[config.mk]
export PLATFORM = sky130hd
export DESIGN_NAME = cache_arbiter_flat
export DESIGN_NICKNAME = d
export VERILOG_FILES = /design/src/rtl/cache_arbiter_pkg.sv /design/src/rtl/cache_arbiter_if.sv /design/src/rtl/cache_arbiter.sv /design/src/flat_wrapper.sv
export SDC_FILE = /design/constraint.sdc
export NUM_CORES = 1
export LEC_CHECK = 0
export ABC_CLOCK_PERIOD_IN_PS = 1900
export BUFFER_PORTS_ARGS = -buffer_cell sky130_fd_sc_hd__buf_4
export CAP_MARGIN = 20
export CORE_AREA = 2 2 536 538
export DETAILED_ROUTE_END_ITERATION = 8
export DIE_AREA = 0 0 538 540
export RECOVER_POWER = 100
export SYNTH_ARGS = -nofsm -noshare
export SYNTH_HDL_FRONTEND = slang
export SYNTH_SLANG_ARGS = --single-unit
export TNS_END_PERCENT = 100
[constraint.sdc]
create_clock -name clk -period 1.9 [get_ports clk]
set_input_delay 0.19 -clock clk [delete_from_list [all_inputs] [get_ports clk]]
set_output_delay 0.19 -clock clk [all_outputs]
set_load 0.01 [all_outputs]
[src/rtl/cache_arbiter_pkg.sv]
// Shared types for the cache arbiter: FSM state encoding, grant owner, default widths.
// Provides state_t (IDLE/GRANT_I/GRANT_D), owner_t (OWNER_I/OWNER_D) and a round-robin helper.
// Default LINE_WIDTH / ADDR_WIDTH used by the arbiter and its interface.
package cache_arb_types;

  localparam int DEF_LINE_WIDTH = 256;
  localparam int DEF_ADDR_WIDTH = 32;

  typedef enum logic [1:0] {
    IDLE    = 2'd0,
    GRANT_I = 2'd1,
    GRANT_D = 2'd2
  } state_t;

  typedef enum logic {
    OWNER_I = 1'b0,
    OWNER_D = 1'b1
  } owner_t;

  // Round-robin tie breaker: the requester that did not win last time goes next.
  function automatic owner_t other_owner(input owner_t o);
    return (o == OWNER_I) ? OWNER_D : OWNER_I;
  endfunction

endpackage

[src/rtl/cache_arbiter_if.sv]
// Bundle of I-cache, D-cache and physical-memory signals around the cache arbiter.
// master: the environment side (caches requesting, memory responding).
// slave:  the arbiter side (consumes requests, drives memory request and cache responses).
interface cache_arbiter_if #(
  parameter int LINE_WIDTH = 256,
  parameter int ADDR_WIDTH = 32
);

  // I-cache port
  logic                  i_pmem_read;
  logic [ADDR_WIDTH-1:0] i_pmem_address;
  logic [LINE_WIDTH-1:0] i_pmem_rdata;
  logic                  i_pmem_resp;

  // D-cache port
  logic                  d_pmem_read;
  logic                  d_pmem_write;
  logic [ADDR_WIDTH-1:0] d_pmem_address;
  logic [LINE_WIDTH-1:0] d_pmem_wdata;
  logic [LINE_WIDTH-1:0] d_pmem_rdata;
  logic                  d_pmem_resp;

  // Shared physical memory port
  logic                  pmem_read;
  logic                  pmem_write;
  logic [ADDR_WIDTH-1:0] pmem_address;
  logic [LINE_WIDTH-1:0] pmem_wdata;
  logic [LINE_WIDTH-1:0] pmem_rdata;
  logic                  pmem_resp;

  modport master (
    output i_pmem_read, i_pmem_address,
    input  i_pmem_rdata, i_pmem_resp,
    output d_pmem_read, d_pmem_write, d_pmem_address, d_pmem_wdata,
    input  d_pmem_rdata, d_pmem_resp,
    input  pmem_read, pmem_write, pmem_address, pmem_wdata,
    output pmem_rdata, pmem_resp
  );

  modport slave (
    input  i_pmem_read, i_pmem_address,
    output i_pmem_rdata, i_pmem_resp,
    input  d_pmem_read, d_pmem_write, d_pmem_address, d_pmem_wdata,
    output d_pmem_rdata, d_pmem_resp,
    output pmem_read, pmem_write, pmem_address, pmem_wdata,
    input  pmem_rdata, pmem_resp
  );

endinterface

[src/rtl/cache_arbiter.sv]
// Round-robin arbiter sharing one physical memory port between an I-cache and a D-cache.
// Latency: one cycle from request seen in IDLE to memory request; response passed through combinationally.
// Backpressure: grant is held (non-preemptive) until pmem_resp or owner drops its request.
// Ports: clk, reset (sync, active-high); bus (cache_arbiter_if.slave) carrying both cache ports and memory port.
module cache_arbiter
  import cache_arb_types::*;
#(
  parameter int LINE_WIDTH = DEF_LINE_WIDTH,
  parameter int ADDR_WIDTH = DEF_ADDR_WIDTH
) (
  input  logic          clk,
  input  logic          reset,
  cache_arbiter_if.slave bus
);

  state_t state_q, state_d;
  owner_t last_grant_q, last_grant_d;

  logic i_req;
  logic d_req;

  logic                  mem_read;
  logic                  mem_write;
  logic [ADDR_WIDTH-1:0] mem_addr;
  logic [LINE_WIDTH-1:0] mem_wdata;
  logic                  i_resp;
  logic                  d_resp;

  assign i_req = bus.i_pmem_read;
  assign d_req = bus.d_pmem_read | bus.d_pmem_write;

  // State register; reset also re-arms the tie breaker so the first tie goes to I.
  always_ff @(posedge clk) begin
    if (reset) begin
      state_q      <= IDLE;
      last_grant_q <= OWNER_D;
    end else begin
      state_q      <= state_d;
      last_grant_q <= last_grant_d;
    end
  end

  // Next-state: arbitrate in IDLE, hold a grant until response or owner withdraws.
  always_comb begin
    state_d      = state_q;
    last_grant_d = last_grant_q;
    case (state_q)
      IDLE: begin
        if (i_req && d_req) begin
          last_grant_d = other_owner(last_grant_q);
          state_d      = (other_owner(last_grant_q) == OWNER_I) ? GRANT_I : GRANT_D;
        end else if (i_req) begin
          last_grant_d = OWNER_I;
          state_d      = GRANT_I;
        end else if (d_req) begin
          last_grant_d = OWNER_D;
          state_d      = GRANT_D;
        end
      end
      GRANT_I: if (!i_req || bus.pmem_resp) state_d = IDLE;
      GRANT_D: if (!d_req || bus.pmem_resp) state_d = IDLE;
      default: state_d = IDLE;
    endcase
  end

  // State actions. While reset is high the outputs are forced to the IDLE
  // values even if the register still holds a grant state. A response is only
  // forwarded while the owner is still requesting, so a withdrawn request never
  // sees a completion pulse.
  always_comb begin
    mem_read  = 1'b0;
    mem_write = 1'b0;
    mem_addr  = '0;
    mem_wdata = '0;
    i_resp    = 1'b0;
    d_resp    = 1'b0;
    if (!reset) begin
      case (state_q)
        GRANT_I: begin
          mem_read = 1'b1;
          mem_addr = bus.i_pmem_address;
          i_resp   = bus.pmem_resp & i_req;
        end
        GRANT_D: begin
          // Write-back takes priority if the D-cache raises both strobes.
          mem_write = bus.d_pmem_write;
          mem_read  = bus.d_pmem_read & ~bus.d_pmem_write;
          mem_addr  = bus.d_pmem_address;
          mem_wdata = bus.d_pmem_wdata;
          d_resp    = bus.pmem_resp & d_req;
        end
        default: ;
      endcase
    end
  end

  assign bus.pmem_read    = mem_read;
  assign bus.pmem_write   = mem_write;
  assign bus.pmem_address = mem_addr;
  assign bus.pmem_wdata   = mem_wdata;
  assign bus.i_pmem_resp  = i_resp;
  assign bus.d_pmem_resp  = d_resp;

  // Read data is broadcast to both caches; only resp qualifies it.
  assign bus.i_pmem_rdata = bus.pmem_rdata;
  assign bus.d_pmem_rdata = bus.pmem_rdata;

endmodule

[src/flat_wrapper.sv]
// flat-port wrapper written by rule: the top's interface ports become plain ports
module cache_arbiter_flat import cache_arb_types::*;
#(
  parameter int LINE_WIDTH = DEF_LINE_WIDTH,
  parameter int ADDR_WIDTH = DEF_ADDR_WIDTH
)
  (clk, reset, bus_i_pmem_read, bus_i_pmem_address, bus_i_pmem_rdata, bus_i_pmem_resp, bus_d_pmem_read, bus_d_pmem_write, bus_d_pmem_address, bus_d_pmem_wdata, bus_d_pmem_rdata, bus_d_pmem_resp, bus_pmem_read, bus_pmem_write, bus_pmem_address, bus_pmem_wdata, bus_pmem_rdata, bus_pmem_resp);
  cache_arbiter_if #(.LINE_WIDTH(LINE_WIDTH), .ADDR_WIDTH(ADDR_WIDTH)) bus_i ();
  input  logic clk;
  input  logic reset;
  input wire logic [$bits(bus_i.i_pmem_read)-1:0] bus_i_pmem_read;
  input wire logic [$bits(bus_i.i_pmem_address)-1:0] bus_i_pmem_address;
  output wire logic [$bits(bus_i.i_pmem_rdata)-1:0] bus_i_pmem_rdata;
  output wire logic [$bits(bus_i.i_pmem_resp)-1:0] bus_i_pmem_resp;
  input wire logic [$bits(bus_i.d_pmem_read)-1:0] bus_d_pmem_read;
  input wire logic [$bits(bus_i.d_pmem_write)-1:0] bus_d_pmem_write;
  input wire logic [$bits(bus_i.d_pmem_address)-1:0] bus_d_pmem_address;
  input wire logic [$bits(bus_i.d_pmem_wdata)-1:0] bus_d_pmem_wdata;
  output wire logic [$bits(bus_i.d_pmem_rdata)-1:0] bus_d_pmem_rdata;
  output wire logic [$bits(bus_i.d_pmem_resp)-1:0] bus_d_pmem_resp;
  output wire logic [$bits(bus_i.pmem_read)-1:0] bus_pmem_read;
  output wire logic [$bits(bus_i.pmem_write)-1:0] bus_pmem_write;
  output wire logic [$bits(bus_i.pmem_address)-1:0] bus_pmem_address;
  output wire logic [$bits(bus_i.pmem_wdata)-1:0] bus_pmem_wdata;
  input wire logic [$bits(bus_i.pmem_rdata)-1:0] bus_pmem_rdata;
  input wire logic [$bits(bus_i.pmem_resp)-1:0] bus_pmem_resp;
  assign bus_i.i_pmem_read = bus_i_pmem_read;
  assign bus_i.i_pmem_address = bus_i_pmem_address;
  assign bus_i_pmem_rdata = bus_i.i_pmem_rdata;
  assign bus_i_pmem_resp = bus_i.i_pmem_resp;
  assign bus_i.d_pmem_read = bus_d_pmem_read;
  assign bus_i.d_pmem_write = bus_d_pmem_write;
  assign bus_i.d_pmem_address = bus_d_pmem_address;
  assign bus_i.d_pmem_wdata = bus_d_pmem_wdata;
  assign bus_d_pmem_rdata = bus_i.d_pmem_rdata;
  assign bus_d_pmem_resp = bus_i.d_pmem_resp;
  assign bus_pmem_read = bus_i.pmem_read;
  assign bus_pmem_write = bus_i.pmem_write;
  assign bus_pmem_address = bus_i.pmem_address;
  assign bus_pmem_wdata = bus_i.pmem_wdata;
  assign bus_i.pmem_rdata = bus_pmem_rdata;
  assign bus_i.pmem_resp = bus_pmem_resp;
  cache_arbiter #(.LINE_WIDTH(LINE_WIDTH), .ADDR_WIDTH(ADDR_WIDTH)) u_core (.clk(clk), .reset(reset), .bus(bus_i));
endmodule
==> results.toml, run 1 <==
[outcome]
status = "finished with violations"
violations = "negative setup slack"

[power]
power_leakage_uw = 0.00454
p_seq_share_pct = 2.9
clkPwrFrac_pct = 11.8
swShare_pct = 45.4
powerDensity_nw_per_um2 = 219
power.internal_uw = 1540
p_switching_uw = 1280
power_frac_comb_pct = 85.3
peakVddDrop_uv = 177

[sta]
slew_viol_final = 0
fin_tns_setup_ns = -1.75
rsz0062_at_grt = "yes"
period_needed_ns = 1.94
skew_ns = 0.00194
whs_ns = 0.233
slew_headroom_pct = 70.0
worst_pin_slew_ns = 0.450
max_freq_mhz = 515
finalCritPeriodShare_pct = 102
setup_slack_ns = -0.0413
hold_violations = 0
setup_viol = 109

[worst_setup_path]
cp-start-kind = "flip-flop"
cp.required_ns = 1.71
cp_num_buf_inv = 5
arrival_ns = 1.75
path_class = "reg2out"
critPathMaxFanout = 23
path_cells = "inv_2 -> ha_4 -> nor2b_4 -> buf_4 -> buf_12 -> clkbuf_16 -> and2_1 -> buf_4"
slowest_stage = "dfxtp_2"
r2r_setup_slack_ns = 0.42
cp_common_cell = "buf_4"
worstReg2RegStart = "u_core.state_q[0]"
r2r_end = "u_core.state_q[0]"
crit_family = "buffers and inverters"
end_kind = "output port"
reg2regPathDepth = 6
critPathMaxStageDelay_ns = 0.31

[detailed_routing]
wl_microns = 227000
vias = 7281
first_iter_violations = 345
drc = 0
wire_per_inst_microns = 47.3
avgViaCountPerCell = 1.52
drtAntennaViolNets = 0
firstDrtPassIters = 4

[yosys]
synth.distinct_cells = 23
avgSynthCellArea_sq_um = 6.93
synth_adder_area_share_pct = 0.796
ys.warnings.count = 0
synth_mux_area_share_pct = 0
async_reset_ff_share_pct = 0
synth_most_common_cell = "buf_4"
synth_area_sq_um = 6290
synth-main-ff-cell = "dfxtp_1"
seq_area_frac_synth_pct = 0.955
ys_top_cells_by_area = "buf_4 61%, and2_1 26%, a22oi_1 3.8%"
synthSimpleGateAreaFrac_pct = 28.8
yosys.area_share.xor_xnor_pct = 0
synth_nets = 1494
synth-compound-area-share_pct = 4.99
synth_top_area_cell = "buf_4"
synth-seq-cells = 3
yosys.area.top_type_share_pct = 61.4
synth_cells = 908
synth_edf_count = 0
synth_top_family_by_area = "buffers and inverters"
synth_commonest_cells = "514 x buf_4, 257 x and2_1, 37 x nor2_1"

[global_route]
grt_max_degree = 45
grt_antenna_before_repair = 158
grt_overflow = 0
grt_pass1_vias = 6594
grt_usage_pct = 14.9
grt_pass1_wl_microns = 242000

[floorplan]
rows = 196
fp.dieW_microns = 538
fp.dieH_microns = 540
io_pins = 1386
start_util_pct = 2.21
dieArea_sq_um = 291000
core_area_sq_um = 284000

[clocking]
cts.sinks = 3
cts.path.max_buffers = 2
root_buffer = "clkbuf_16"
cts_buffers = 3
insertion_delay_ns = 0.22
h-tree-depth = 1
cts_tree = "yes"
clk_pin_slew_ns = 0.03

[place]
portBuffers = 617
place.gp.congestion = 0.881
dp_hpwl_microns = 220000

[hold_path]
holdPathEnd = "u_core.last_grant_q"
hold_start = "reset"
hold_class = "in2reg"
holdPathStages = 2

[layout]
syn_to_final_growth_pct = 104
ff_latch_area_sq_um = 65.1
final_nets = 1605
multi_input_area_sq_um = 2340
fill_cells = 33900
drive_gt1_share_pct = 70.4

[flow_run]
maxCapViolCount = 0
[worst register-to-register path, delay by kind of cell, from the launching register on]
| kind | cells | cell delay, ns |
|---|---|---|
| buffers and inverters | 2 | 0.18 |
| adders and majority gates | 1 | 0.18 |
| and+or+nand+nor | 1 | 0.44 |
| DFF | 1 | 0.31 |
| AOI/OAI and AO/OA | 2 | 0.26 |
[final cells by class]
cell class	instances	area share (%)
clock buffers	4	0.613
well taps	3762	36.6
multi-input cells	349	18.2
flip-flops and latches	3	0.506
diodes	24	0.467
inverters	4	0.117
repair buffers	658	43.5
[metal layers]
| metal | wire [microns] | up-vias | global-route usage [%] |
|---|---|---|---|
| met5 | 434 | - | 0 |
| met3 | 74700 | 443 | 22.4 |
| met4 | 8280 | 70 | 3.69 |
| met2 | 99400 | 1508 | 23.8 |
| li1 | - | 2515 | - |
| met1 | 44300 | 2745 | 8.53 |
[per-stage QoR]
stage | cells | util [%] | cell area, sq um | total power [uW] | setup WS [ns]
5_1_grt | 4783 | 4.50 | 12800 | 3010 | -0.106
4_1_cts | 4774 | 4.38 | 12500 | 2830 | -0.0880
3_3_place_gp | 4761 | 4.21 | 12000 | 2310 | -0.356
3_5_place_dp | 4761 | 4.21 | 12000 | 2320 | -0.352
6_report | 4804 | 4.52 | 12900 | 2810 | -0.0413
2_1_floorplan | 908 | - | 6290 | 1740 | 0.383
[cells in the final DEF, fill, tap and decap left out, types with 3 or more instances in the layout]
master,netlist,routed
nor2_1,37,24
a22oi_2,0,8
clkbuf_16,0,7
buf_16,0,3
a22oi_1,32,24
and2_4,0,25
buf_12,0,14
diode_2,0,24
buf_4,514,558
nand2b_1,4,3
and2_1,257,231
buf_6,0,71
buf_8,0,7
nor2_2,0,12
[sequential cells by signal, indices dropped and copies added (netlist names)]
register             count
u_core.last_grant_q      1
u_core.state_q           2
[worst max-delay path by stage]
stage / start / end / slack, ns / cells after the start
after floorplan: u_core.state_q[0] / bus_pmem_wdata[225] / 0.38 / 7
after global placement: u_core.state_q[1] / bus_pmem_address[7] / -0.36 / 6
after detailed placement: u_core.state_q[1] / bus_pmem_address[7] / -0.35 / 6
after CTS: u_core.state_q[0] / bus_pmem_wdata[27] / -0.09 / 7
after global routing: u_core.state_q[0] / bus_pmem_wdata[237] / -0.11 / 9
final: u_core.state_q[0] / bus_pmem_wdata[119] / -0.04 / 8
[cell families (layout without fill, tap and decap cells)]
| group | Yosys count | in the layout |
|---|---|---|
| DFF | 3 | 3 |
| and+or+nand+nor | 303 | 303 |
| AOI/OAI and AO/OA | 42 | 42 |
| adders and majority gates | 4 | 4 |
| buffers and inverters | 556 | 666 |
| other | 0 | 24 |
[what timing repair did]
| action | in CTS | in global routing |
|---|---|---|
| buffers inserted | 7 | 3 |
| pin swaps | 5 | 2 |
| resized for setup | 80 | 70 |
| hold buffers | 0 | 0 |
| endpoints found under the setup margin | 193 | 236 |
| gates cloned | 2 | 4 |
[power groups by stage]
stage / sequential [uW] / clock [uW] / combinational (uW)
after detailed placement: 79.6 / 0 / 2240
after CTS: 81.6 / 337 / 2410
final: 82.3 / 331 / 2400
after floorplan: 78.6 / 0 / 1660
after global routing: 83.2 / 348 / 2580
after global placement: 78.9 / 0 / 2230
No activity file was read; power rests on OpenSTA's default activity.
==> run 2: changes to the inputs <==
--- a/config.mk
+++ b/config.mk
@@ -6,7 +6,7 @@
 export NUM_CORES = 1
 export LEC_CHECK = 0
 export ABC_CLOCK_PERIOD_IN_PS = 1900
-export BUFFER_PORTS_ARGS = -buffer_cell sky130_fd_sc_hd__buf_4
+export BUFFER_PORTS_ARGS = -buffer_cell sky130_fd_sc_hd__clkbuf_2
 export CAP_MARGIN = 20
 export CORE_AREA = 2 2 536 538
 export DETAILED_ROUTE_END_ITERATION = 8
==> results.toml, run 2 (synthesis results as in run 1) <==
[detailed_routing]
avgViaCountPerCell = 1.57
drc = 0
firstDrtPassIters = 5
first_iter_violations = 316
drtAntennaViolNets = 0
wire_per_inst_microns = 47.4
wl_microns = 229000
vias = 7589

[hold_path]
hold_start = "reset"
hold_class = "in2reg"

[sta]
skew_ns = 0.000918
max_freq_mhz = 499
period_needed_ns = 2.00
rsz0062_at_grt = "yes"
worst_pin_slew_ns = 0.416
whs_ns = 0.293
setup_viol = 145
finalCritPeriodShare_pct = 105
slew_viol_final = 0
setup_slack_ns = -0.103
hold_violations = 0
fin_tns_setup_ns = -6.66
slew_headroom_pct = 72.4

[clocking]
cts_buffers = 3
cts.path.max_buffers = 2
h-tree-depth = 1
cts_tree = "yes"
root_buffer = "clkbuf_16"
ctsHoldBuffers = 0
cts.sinks = 3
clk_pin_slew_ns = 0.03
insertion_delay_ns = 0.23

[place]
placed_area_sq_um = 11800
dp.cells = 4759
dp_hpwl_microns = 220000
place.gp.congestion = 0.848
portBuffers = 617

[worst_setup_path]
critPathMaxStageDelay_ns = 0.31
cp_num_buf_inv = 6
path_cells = "inv_2 -> ha_4 -> nor2b_4 -> buf_12 -> buf_12 -> buf_8 -> clkbuf_16 -> and2_4 -> buf_12"
cp.required_ns = 1.71
slowest_stage = "dfxtp_2"
worstReg2RegStart = "u_core.state_q[1]"
arrival_ns = 1.81
crit_family = "buffers and inverters"
path_class = "reg2out"
worstSetupStartpoint = "u_core.state_q[0]"
cp-start-kind = "flip-flop"
end_kind = "output port"
cp_common_cell = "buf_12"
critPathMaxFanout = 6

[layout]
syn_to_final_growth_pct = 120
final_cell_mix = "437 x clkbuf_2, 149 x and2_4, 111 x buf_12"
fin_cells = 4824
fin_area_sq_um = 13800
regMostFlops = "u_core.state_q"
reg_top3 = "u_core.state_q x2, u_core.last_grant_q x1"
final_nets = 1624
drive_gt1_share_pct = 81.5
largest_register_ffs = 2
mostFrequentLayoutCell = "clkbuf_2"

[power]
peakVddDrop_uv = 161
powerDensity_nw_per_um2 = 226
power.internal_uw = 1690
p_switching_uw = 1430
power_leakage_uw = 0.00489
clkPwrFrac_pct = 11.2
power_frac_comb_pct = 86.3
p_seq_share_pct = 2.6
swShare_pct = 45.9

[floorplan]
io_pins = 1386
core_area_sq_um = 284000
dieArea_sq_um = 291000
rows = 196
fp.dieW_microns = 538
start_util_pct = 2.21
fp.dieH_microns = 540

[global_route]
grt_pass1_vias = 6822
grt_max_degree = 47
grt_overflow = 0
grt_pass1_wl_microns = 246000
grt_antenna_before_repair = 183
grt_usage_pct = 15.1

[outcome]
violations = "negative setup slack"
status = "finished with violations"

[flow_run]
maxCapViolCount = 0
[run 2: cell count changes in the layout (fill, tap and decap cells not counted), moves of 7 or more]
cell	previous run	this run
clkbuf_2	0	437
buf_16	3	14
and2_4	25	149
buf_12	14	111
nor2_2	12	3
buf_4	558	14
buf_8	7	45
and2_0	0	7
and2_1	231	99
buf_6	71	26
buf_2	0	8
[run 2: worst reg2reg max path, delay by kind of cell (launching register included)]
family / cells / cell delay [ns]
AND/OR/NAND/NOR: 1 / 0.08
buffers and inverters: 4 / 0.50
AO/OA/AOI/OAI: 2 / 0.39
flip-flops: 1 / 0.34
adder cells (fa/ha/maj): 1 / 0.27
[run 2: worst paths after layout]
| path | depth (start not counted) | slack, ns | to |
|---|---|---|---|
| worst min-delay path | 2 | 0.29 | u_core.last_grant_q |
| worst min register to register | 1 | 0.51 | u_core.last_grant_q |
| worst max register to register | 8 | 0.23 | u_core.state_q[1] |
| worst max-delay path | 9 | -0.10 | bus_pmem_wdata[182] |
[run 2: area by class of cell]
cell class                 instances  area, sq um
fill                           33800       271000
timing repair buffer             677         6270
tap                             3762         4710
multi-input combinational        349         2630
clock buffer                       4         78.8
sequential                         3         62.6
antenna                           25         62.6
inverter                           4         15.0
[run 2: power groups by stage]
| stage | clock network, uW | registers [uW] | logic, uW |
|---|---|---|---|
| finish | 349 | 80.0 | 2690 |
| global route | 353 | 81.4 | 2890 |
| CTS | 356 | 79.9 | 2750 |
| detailed placement | 0 | 77.7 | 2180 |
| global placement | 0 | 77.7 | 2160 |
| floorplan | 0 | 78.6 | 1660 |
[run 2: routing by layer]
layer / global-route usage (%) / routed length, microns / vias up
met5: 0 / 469 / -
met4: 3.73 / 8800 / 74
met3: 23.2 / 76000 / 491
met2: 24.3 / 100000 / 1545
met1: 8.30 / 43100 / 2919
li1: - / - / 2560
[run 2: stage by stage]
step,power (uW),utilization (%),worst slack [ns]
2_1_floorplan,1740,-,0.383
3_3_place_gp,2240,4.14,-0.206
3_5_place_dp,2260,4.14,-0.196
5_1_grt,3320,4.84,-0.167
4_1_cts,3180,4.72,-0.145
6_report,3120,4.86,-0.103
[run 2: repair_timing]
| action | CTS | global route |
|---|---|---|
| pin swaps | 51 | 46 |
| gates resized for setup | 270 | 143 |
| buffers inserted | 19 | 4 |
| endpoints found under the hold margin | 0 | 0 |
| endpoints found under the setup margin | 204 | 257 |
| gates cloned | 14 | 5 |
